File: src/rtl/i2c_pkg.sv
// Shared definitions for the I2C transaction scheduler: response status codes
// and the scheduler state encoding.
package i2c_pkg;

  localparam logic [1:0] ST_OK   = 2'b00;
  localparam logic [1:0] ST_NACK = 2'b01;
  localparam logic [1:0] ST_ERR  = 2'b10;
  localparam logic [1:0] ST_TMO  = 2'b11;

  typedef enum logic [2:0] {
    S_IDLE  = 3'd0,
    S_PUSH  = 3'd1,
    S_START = 3'd2,
    S_WAIT  = 3'd3,
    S_RESP  = 3'd4
  } state_e;

endpackage

File: src/rtl/i2c_rr_arb.sv
// Combinational round-robin picker: returns a one-hot grant for the first
// requesting index found after 'last', wrapping modulo NREQ.
module i2c_rr_arb #(
  parameter int NREQ = 2,
  parameter int LW   = (NREQ > 1) ? $clog2(NREQ) : 1
) (
  input  logic [NREQ-1:0] req,
  input  logic [LW-1:0]   last,
  output logic [NREQ-1:0] gnt
);

  logic          found;
  logic [LW-1:0] idx;

  always_comb begin
    gnt   = '0;
    found = 1'b0;
    idx   = '0;
    for (int k = 1; k <= NREQ; k++) begin
      idx = LW'((int'(last) + k) % NREQ);
      if (!found && req[idx]) begin
        gnt[idx] = 1'b1;
        found    = 1'b1;
      end
    end
  end

endmodule

File: src/rtl/i2c_txn_sched.sv
// Round-robin scheduler granting one requester a whole transaction: pushes its
// words into the TX FIFO, starts the core, supervises completion and reports status.
//
// state | meaning
// IDLE  | no owner, arbitrate among req_valid
// PUSH  | owner's words flow into the TX FIFO until req_last
// START | one-cycle core start, arm timeout
// WAIT  | wait for i2c_done or timeout
// RESP  | one-cycle status pulse to the owner
module i2c_txn_sched
  import i2c_pkg::*;
#(
  parameter int NREQ = 2,
  parameter int DW   = 32,
  parameter int TOW  = 14
) (
  input  logic               pclk,
  input  logic               preset,
  input  logic [NREQ-1:0]    req_valid,
  input  logic [NREQ*DW-1:0] req_data,
  input  logic [NREQ-1:0]    req_last,
  output logic [NREQ-1:0]    req_ready,
  output logic [NREQ-1:0]    grant,
  input  logic               tx_full,
  output logic               wr_ena_tx,
  output logic [DW-1:0]      write_data_on_tx,
  output logic               i2c_start,
  input  logic               i2c_done,
  input  logic               error,
  input  logic               response_ack_nack,
  input  logic [TOW-1:0]     timeout_cfg,
  output logic [NREQ-1:0]    rsp_valid,
  output logic [1:0]         rsp_status,
  output logic               busy
);

  localparam int LW = (NREQ > 1) ? $clog2(NREQ) : 1;

  state_e          state_q;
  logic [NREQ-1:0] grant_q;
  logic [LW-1:0]   owner_q;
  logic [LW-1:0]   last_owner_q;
  logic [TOW-1:0]  cnt_q;
  logic [TOW-1:0]  to_lim_q;
  logic            start_q;
  logic            busy_q;
  logic [NREQ-1:0] rsp_valid_q;
  logic [1:0]      rsp_status_q;

  logic [NREQ-1:0] arb_gnt;
  logic [LW-1:0]   arb_idx_d;
  logic            in_push;
  logic            xfer;

  i2c_rr_arb #(.NREQ(NREQ), .LW(LW)) u_arb (
    .req  (req_valid),
    .last (last_owner_q),
    .gnt  (arb_gnt)
  );

  always_comb begin
    arb_idx_d = '0;
    for (int i = 0; i < NREQ; i++) begin
      if (arb_gnt[i]) arb_idx_d = LW'(i);
    end
  end

  // Handshake and FIFO write are combinational so a word moves in the cycle it is offered.
  assign in_push          = (state_q == S_PUSH);
  assign xfer             = in_push && !tx_full && req_valid[owner_q];
  assign req_ready        = (in_push && !tx_full) ? grant_q : '0;
  assign wr_ena_tx        = xfer;
  assign write_data_on_tx = xfer ? req_data[int'(owner_q)*DW +: DW] : '0;

  assign grant      = grant_q;
  assign i2c_start  = start_q;
  assign busy       = busy_q;
  assign rsp_valid  = rsp_valid_q;
  assign rsp_status = rsp_status_q;

  always_ff @(posedge pclk or posedge preset) begin
    if (preset) begin
      state_q      <= S_IDLE;
      grant_q      <= '0;
      owner_q      <= '0;
      last_owner_q <= LW'(NREQ - 1);
      cnt_q        <= '0;
      to_lim_q     <= '0;
      start_q      <= 1'b0;
      busy_q       <= 1'b0;
      rsp_valid_q  <= '0;
      rsp_status_q <= ST_OK;
    end else begin
      case (state_q)
        S_IDLE: begin
          if (|req_valid) begin
            grant_q <= arb_gnt;
            owner_q <= arb_idx_d;
            busy_q  <= 1'b1;
            state_q <= S_PUSH;
          end
        end
        S_PUSH: begin
          if (xfer && req_last[owner_q]) begin
            start_q <= 1'b1;
            state_q <= S_START;
          end
        end
        S_START: begin
          start_q  <= 1'b0;
          to_lim_q <= timeout_cfg;
          cnt_q    <= '0;
          state_q  <= S_WAIT;
        end
        S_WAIT: begin
          cnt_q <= cnt_q + TOW'(1);
          // Done outranks a timeout landing in the same cycle.
          if (i2c_done) begin
            rsp_valid_q  <= grant_q;
            rsp_status_q <= error ? ST_ERR : (response_ack_nack ? ST_NACK : ST_OK);
            state_q      <= S_RESP;
          end else if ((to_lim_q != '0) && (cnt_q == to_lim_q - TOW'(1))) begin
            rsp_valid_q  <= grant_q;
            rsp_status_q <= ST_TMO;
            state_q      <= S_RESP;
          end
        end
        S_RESP: begin
          rsp_valid_q  <= '0;
          rsp_status_q <= ST_OK;
          last_owner_q <= owner_q;
          grant_q      <= '0;
          busy_q       <= 1'b0;
          state_q      <= S_IDLE;
        end
        default: state_q <= S_IDLE;
      endcase
    end
  end

endmodule

File: config.mk
export PLATFORM = sky130hd
export DESIGN_NAME = i2c_txn_sched
export DESIGN_NICKNAME = d
export VERILOG_FILES = /design/src/rtl/i2c_pkg.sv /design/src/rtl/i2c_rr_arb.sv /design/src/rtl/i2c_txn_sched.sv
export SDC_FILE = /design/constraint.sdc
export NUM_CORES = 1
export LEC_CHECK = 0
export CAP_MARGIN = 40
export CELL_PAD_IN_SITES_DETAIL_PLACEMENT = 1
export CELL_PAD_IN_SITES_GLOBAL_PLACEMENT = 1
export CORE_ASPECT_RATIO = 1.1
export CORE_MARGIN = 8
export CORE_UTILIZATION = 32
export CTS_CLUSTER_DIAMETER = 150
export DETAILED_ROUTE_END_ITERATION = 6
export MAX_ROUTING_LAYER = met4
export PLACE_DENSITY_LB_ADDON = 0.1
export SLEW_MARGIN = 40
export SYNTH_ARGS = -nofsm -noshare
export SYNTH_HDL_FRONTEND = slang
export SYNTH_SLANG_ARGS = --single-unit
File: constraint.sdc
create_clock -name pclk -period 4.3 [get_ports pclk]
set_input_delay 0.645 -clock pclk [delete_from_list [all_inputs] [get_ports pclk]]
set_output_delay 0.645 -clock pclk [all_outputs]
set_load 0.02 [all_outputs]
Word-level counts from Yosys, hierarchy flattened
Index checks and enable logic that the tools add are counted.
{"block": "totals", "reg_bits": 41, "inputBits": 88, "word_cells": 88}
{"block": "classes", "add_sub_neg": 4, "magnitude_cmp": 5, "eq_ne": 8, "shifts": 1, "mux": 38, "bitwise": 1, "reduce_logical": 21}
{"operator": "$shiftx 64x7->32", "n": 1}
{"operator": "$mux 32", "n": 1}
{"operator": "$pmux 14 s2", "n": 1}
{"operator": "$mux 2", "n": 9}
{"operator": "$mux 1", "n": 15}
{"operator": "$add 14x1->14 const B", "n": 1}
{"operator": "$eq 14x14->1", "n": 1}
{"operator": "$reduce_bool 14->1", "n": 1}
{"operator": "$sub 14x1->14 const B", "n": 1}
{"operator": "$mux 3", "n": 4}
{"operator": "$pmux 2 s2", "n": 3}
{"operator": "$pmux 3 s4", "n": 1}
{"operator": "$reduce_and 2->1", "n": 4}
{"operator": "$reduce_bool 2->1", "n": 4}
{"operator": "$logic_and 1x1->1", "n": 7}
{"operator": "$eq 3x2->1 const B", "n": 2}
{"operator": "$lt 1x2->1 const B", "n": 3}
{"operator": "$pmux 1 s2", "n": 2}
{"operator": "$eq 3x1->1 const B", "n": 1}
{"operator": "$eq 3x3->1 const B", "n": 1}
{"operator": "$logic_not 3->1", "n": 1}
{"operator": "$ne 3x3->1 const B", "n": 1}
{"operator": "$reduce_and 3->1", "n": 1}
{"operator": "$add 1x1->1 const B", "n": 2}
{"operator": "7 further kinds", "n": 10}

Depth between registers and ports, before layout
{"block": "depth", "depth_word": 10, "depth_mapped": 10, "ltp_nobuf": 10}

By module
Synthesis repeated with hierarchy kept, for this count alone.
{"block": "hier_totals", "cells_unflattened": 320, "hier_area_um2": 2891.5}
{"module": "i2c_txn_sched", "instances": 1, "cells_per_inst": 317, "area_per_inst_um2": 2872.8, "seq_area_each_um2": 1027.2}
{"module": "i2c_rr_arb", "instances": 1, "cells_per_inst": 3, "area_per_inst_um2": 18.8, "seq_area_each_um2": 0.0}

Worst setup path before layout
OpenSTA, ideal clock, no wires.
{"block": "synth_timing", "path_type": "register to register", "from": "register to_lim_q[0]", "to": "register state_q[0]", "setup_time_ns": 0.119, "arrival_time_ns": 2.411, "required_time_ns": 4.181, "slack_ns": 1.770, "stages_incl_launch_ff": 10, "n_path_buf": 0, "cell_sequence": "dfrtp_1 -> inv_1 -> ha_1 -> or4b_4 -> nor3b_1 -> xnor2_1 -> nand4_2 -> o41ai_4 -> a21boi_2 -> o21ba_1"}
{"block": "synth_via", "elab_chain_cells": 5, "elab_cells_between_ends": 6, "classes_between": "1 x add/sub; 2 x eq/ne; 3 x reduce/logical"}
{"item": "start, declared", "line_no": "i2c_txn_sched.sv:44", "source": "logic [TOW-1:0] to_lim_q;"}
{"item": "start signal, assigned", "line_no": "i2c_txn_sched.sv:111", "source": "to_lim_q <= timeout_cfg;"}
{"item": "$sub 14x1->14", "line_no": "i2c_txn_sched.sv:122", "source": "end else if ((to_lim_q != '0) && (cnt_q == to_lim_q - TOW'(1))) begin"}
{"item": "$eq 14x14->1", "line_no": "i2c_txn_sched.sv:122"}
{"item": "$logic_and 1x1->1 (*)", "line_no": "i2c_txn_sched.sv:122"}
{"item": "$ne 3x3->1 (no line) (*)"}
{"item": "$reduce_and 3->1 (no line) (*)"}
{"item": "end signal, assigned", "line_no": "i2c_txn_sched.sv:121", "source": "state_q <= S_RESP;"}
{"item": "end signal, assigned", "line_no": "i2c_txn_sched.sv:125", "source": "state_q <= S_RESP;"}
{"item": "end signal, assigned", "line_no": "i2c_txn_sched.sv:134", "source": "state_q <= S_IDLE;"}
{"item": "end, declared", "line_no": "i2c_txn_sched.sv:39", "source": "state_e state_q;"}
Mark *: on every way between the ends. The rest lies on a longest branch, timed or not.
A chain may end at the register's enable or synchronous reset.

Worst setup path after layout
{"block": "layout_timing", "from": "input tx_full", "to": "output write_data_on_tx[29]"}
{"block": "layout_via", "elab_chain_cells": 4}
{"item": "start, declared", "line_no": "i2c_txn_sched.sv:24", "source": "input logic tx_full,"}
{"item": "$logic_not 1->1", "line_no": "i2c_txn_sched.sv:70", "source": "assign xfer = in_push && !tx_full && req_valid[owner_q];"}
{"item": "$logic_and 1x1->1 (2 in a row)", "line_no": "i2c_txn_sched.sv:70"}
{"item": "$mux 32", "line_no": "i2c_txn_sched.sv:73", "source": "assign write_data_on_tx = xfer ? req_data[int'(owner_q)*DW +: DW] : '0;"}
{"item": "end, declared", "line_no": "i2c_txn_sched.sv:26", "source": "output logic [DW-1:0] write_data_on_tx,"}
Every way passes these cells.

==> run_results.csv <==
group,metric,value,unit
outcome,status,"complete, no violations",
sta,fin_skew,0.0185,ns
pwr,pwr-share-comb,0.580,
sta,fmax,0.297,GHz
placed_design,dp_hpwl,8400,µm
placed_design,pre_cts_slack,0.890,ns
floorplan,start_util,0.322,
critical_path,crit_chain,"clkdlybuf4s50_1 -> nor4b_1 -> o21ai_2 -> buf_4 -> nor2_1 -> clkdlybuf4s50_1",
floorplan,die-area,0.0120,mm²
synth,synth_edf_count,0,
sta,setup_viol,0,
cts,post_cts_buffers,0,
layout,diodes,0,
min_path,worstHoldStart,"busy$_DFFE_PP0P_",
critical_path,rrSetupSlack,1.47,ns
synth,synthCells,309,
critical_path,crit_path_frequent_cell,"clkdlybuf4s50_1",
cts,cts.clk_slew.worst_paths,0.10,ns
cts,cts_buffer_depth,2,
route,post-route-drc-count,0,
critical_path,cp_slowest_cell,"clkdlybuf4s50_1",
min_path,whs_path_depth,1,
sta,relSlewSlack,0.603,
route,drt_iter0_drc,83,
critical_path,critical_path_class,"in2out",
sta,setup_tns,0,ns
critical_path,critPathBufInv,3,
cts,clkLatencyLatePin,0.30,ns
pwr,ir_drop,0.000401,V
global_route,grt-ovfl-total,0,
sta,worst_slew_pin_slew,0.595,ns
pwr,cellLeakagePower,1.82,nW
synth,synth.avg_cell_area,9.07,µm²
global_route,grt_pass1_wl,16500,µm
critical_path,max_stage_delay,0.68,ns
cts,clock-sinks,41,
layout,multi_input_area,0.00171,mm²
synth,synthFlopType,"dfrtp_1",
synth,synthArstFlopShare,1.00,
critical_path,r2r-start,"to_lim_q[0]$_DFFE_PP0P_",
route,vias_per_cell,5.05,
sta,hold_ws,0.508,ns
layout,syn2layout_area_growth,54.6,%
global_route,grt_usage,0.176,
layout,fin_util,0.498,
floorplan,ios,131,
synth,synth_seq_cells,41,
layout,layout-drive-gt1-share,0.0984,
layout,nFillCells,997,
critical_path,r2r_end,"state_q[0]$_DFFE_PP0P_",
synth,yosys.area.top_type_share,0.357,
critical_path,required,3.65,ns
synth,yosys_warnings,0,
critical_path,worstSetupEndpointType,"primary output",
synth,synthesis.nets,399,
route,dr.pass1.iters,4,
route,wire_per_inst,18.4,µm
sta,hold_violations,0,
synth,ys_types,54,
global_route,antenna_found_initial,0,
global_route,grt_pass1_vias,3212,
critical_path,cp_top_family,"buffers and inverters",
sta,rsz0062_at_grt,"no",
layout,area.sequential,0.00103,mm²
critical_path,path_max_fanout,33,
sta,worst_slack,0.938,ns
placed_design,place_congestion,0.822,
floorplan,fp-row-count,36,
sta,period_minus_slack,3.36,ns
synth,yosys-top-cells-area,"dfrtp_1 36%, mux2i_1 11%, nor2_1 7.0%, mux2_2 5.2%, xor2_1 4.7%",
cts,postCtsHoldBufs,0,
cts,htreeDepth,2,
synth,synthesis.area,0.00280,mm²
synth,yosysSeqAreaShare,0.367,
critical_path,reg2regPathDepth,9,
pwr,seq_power_share,0.306,
critical_path,cp_data_arrival_time,2.72,ns
pwr,power.net_switching,1.03,mW
min_path,min_path_type,"reg2reg",
min_path,min_to,"busy$_DFFE_PP0P_",
pwr,swShare,0.440,
placed_design,port_buffers,130,
critical_path,cp-start-kind,"input pin",
cts,cts_tree,"yes",
cts,ctsResizeCount,0,
global_route,grt_max_degree,34,
cts,cts-buffers-inserted,5,
cts,cts_root_buf,"clkbuf_8",
route,ant_nets,0,
route,wl,10100,µm
synth,yosys.area.top_type,"dfrtp_1",
floorplan,die_h,114,µm
critical_path,startpoint,"tx_full",
floorplan,coreArea,0.00869,mm²
critical_path,cp.depth,6,
layout,fin_nets,526,
flow_run,cap_violations,0,
pwr,clkPwrFrac,0.114,
pwr,p_int,1.31,mW
floorplan,die_w,105,µm
pwr,power.density,540,mW/mm²
route,routed-via-count,2783,
sta,slew_violations,0,
sta,timing.final.crit_share,0.782,
## cells in the final DEF (no fill, tap or decap), drive strengths merged, types with 2 or more instances in the layout
cell type,count
a211o,2
a21oi,12
a31oi,3
and2,4
buf,4
clkbuf,5
clkdlybuf4s50,130
dfrtp,40
ha,2
inv,10
mux2,13
mux2i,32
nand2,20
nand2b,2
nand3,11
nand4,7
nor2,52
nor2b,7
nor3,6
nor3b,2
nor4,3
nor4b,3
o21a,2
o21ai,12
o21ba,2
or2,2
or3,3
xnor2,11
xor2,15
## area by class of cell
cell class / instances / share of cell area
Clock inverter: 3 / 0.00491
Clock buffer: 5 / 0.0159
Inverter: 9 / 0.00780
Multi-Input combinational cell: 245 / 0.394
Sequential cell: 41 / 0.237
Timing Repair Buffer: 134 / 0.307
Tap cell: 114 / 0.0329
## through the flow
stage / total power [mW] / cells / cell area, µm²
after global placement: 2.06 / 543 / 4230
final: 2.34 / 551 / 4330
after floorplan: 1.58 / 309 / 2800
after detailed placement: 2.10 / 543 / 4240
after CTS: 2.38 / 551 / 4330
after global routing: 2.53 / 551 / 4330
## how the worst max path moves through the flow
stage | slack, ns | to
detailed placement | 0.89 | write_data_on_tx[29]
floorplan | 1.77 | state_q[0]$_DFFE_PP0P_
global placement | 0.94 | write_data_on_tx[29]
global route | 0.65 | write_data_on_tx[1]
finish | 0.94 | write_data_on_tx[29]
CTS | 0.88 | write_data_on_tx[29]
## synthesized netlist by cell type (all sizes together), types with 3 or more instances
master and n:
nor4b 3, mux2i 32, nor2b 7, nor4 3
and2 4, clkbuf 12, o21ai 12, nor2 52
a21oi 12, or3 3, xor2 15, nor3 6
nand4 7, a31oi 3, xnor2 11, inv 9
dfrtp 40, nand2 20, nand3 11, mux2 13
## flip-flops by register name (all words and copies together) (netlist names)
register      flops
i2c_start         1
grant             2
to_lim_q         14
owner_q           1
rsp_status        2
cnt_q            14
state_q           3
last_owner_q      1
rsp_valid         2
busy              1
## per-layer routing
layer | global-route usage | routed length, µm
met1 | 0.178 | 3830
met2 | 0.310 | 5280
met3 | 0.0766 | 953
met4 | 0.0343 | 59
met5 | - | 0
## power by group through the flow
stage               sequential, mW  combinational, mW  clock, mW
finish                       0.715               1.36      0.266
global placement             0.717               1.35          0
floorplan                    0.691              0.890          0
detailed placement           0.725               1.38          0
global route                 0.747               1.49      0.293
CTS                          0.718               1.38      0.280
## logic make-up (layout without fill, tap and decap cells)
logic type      Yosys count  in the layout  share of synthesized area
compound gates           45             45                      0.114
xor+xnor                 26             26                     0.0813
fa+ha+maj                 2              2                    0.00893
buf+inv                  23            151                     0.0312
flops                    41             41                      0.367
mux                      45             45                      0.167
simple gates            127            127                      0.232
Note: power is estimated with default switching activity, not from simulation.
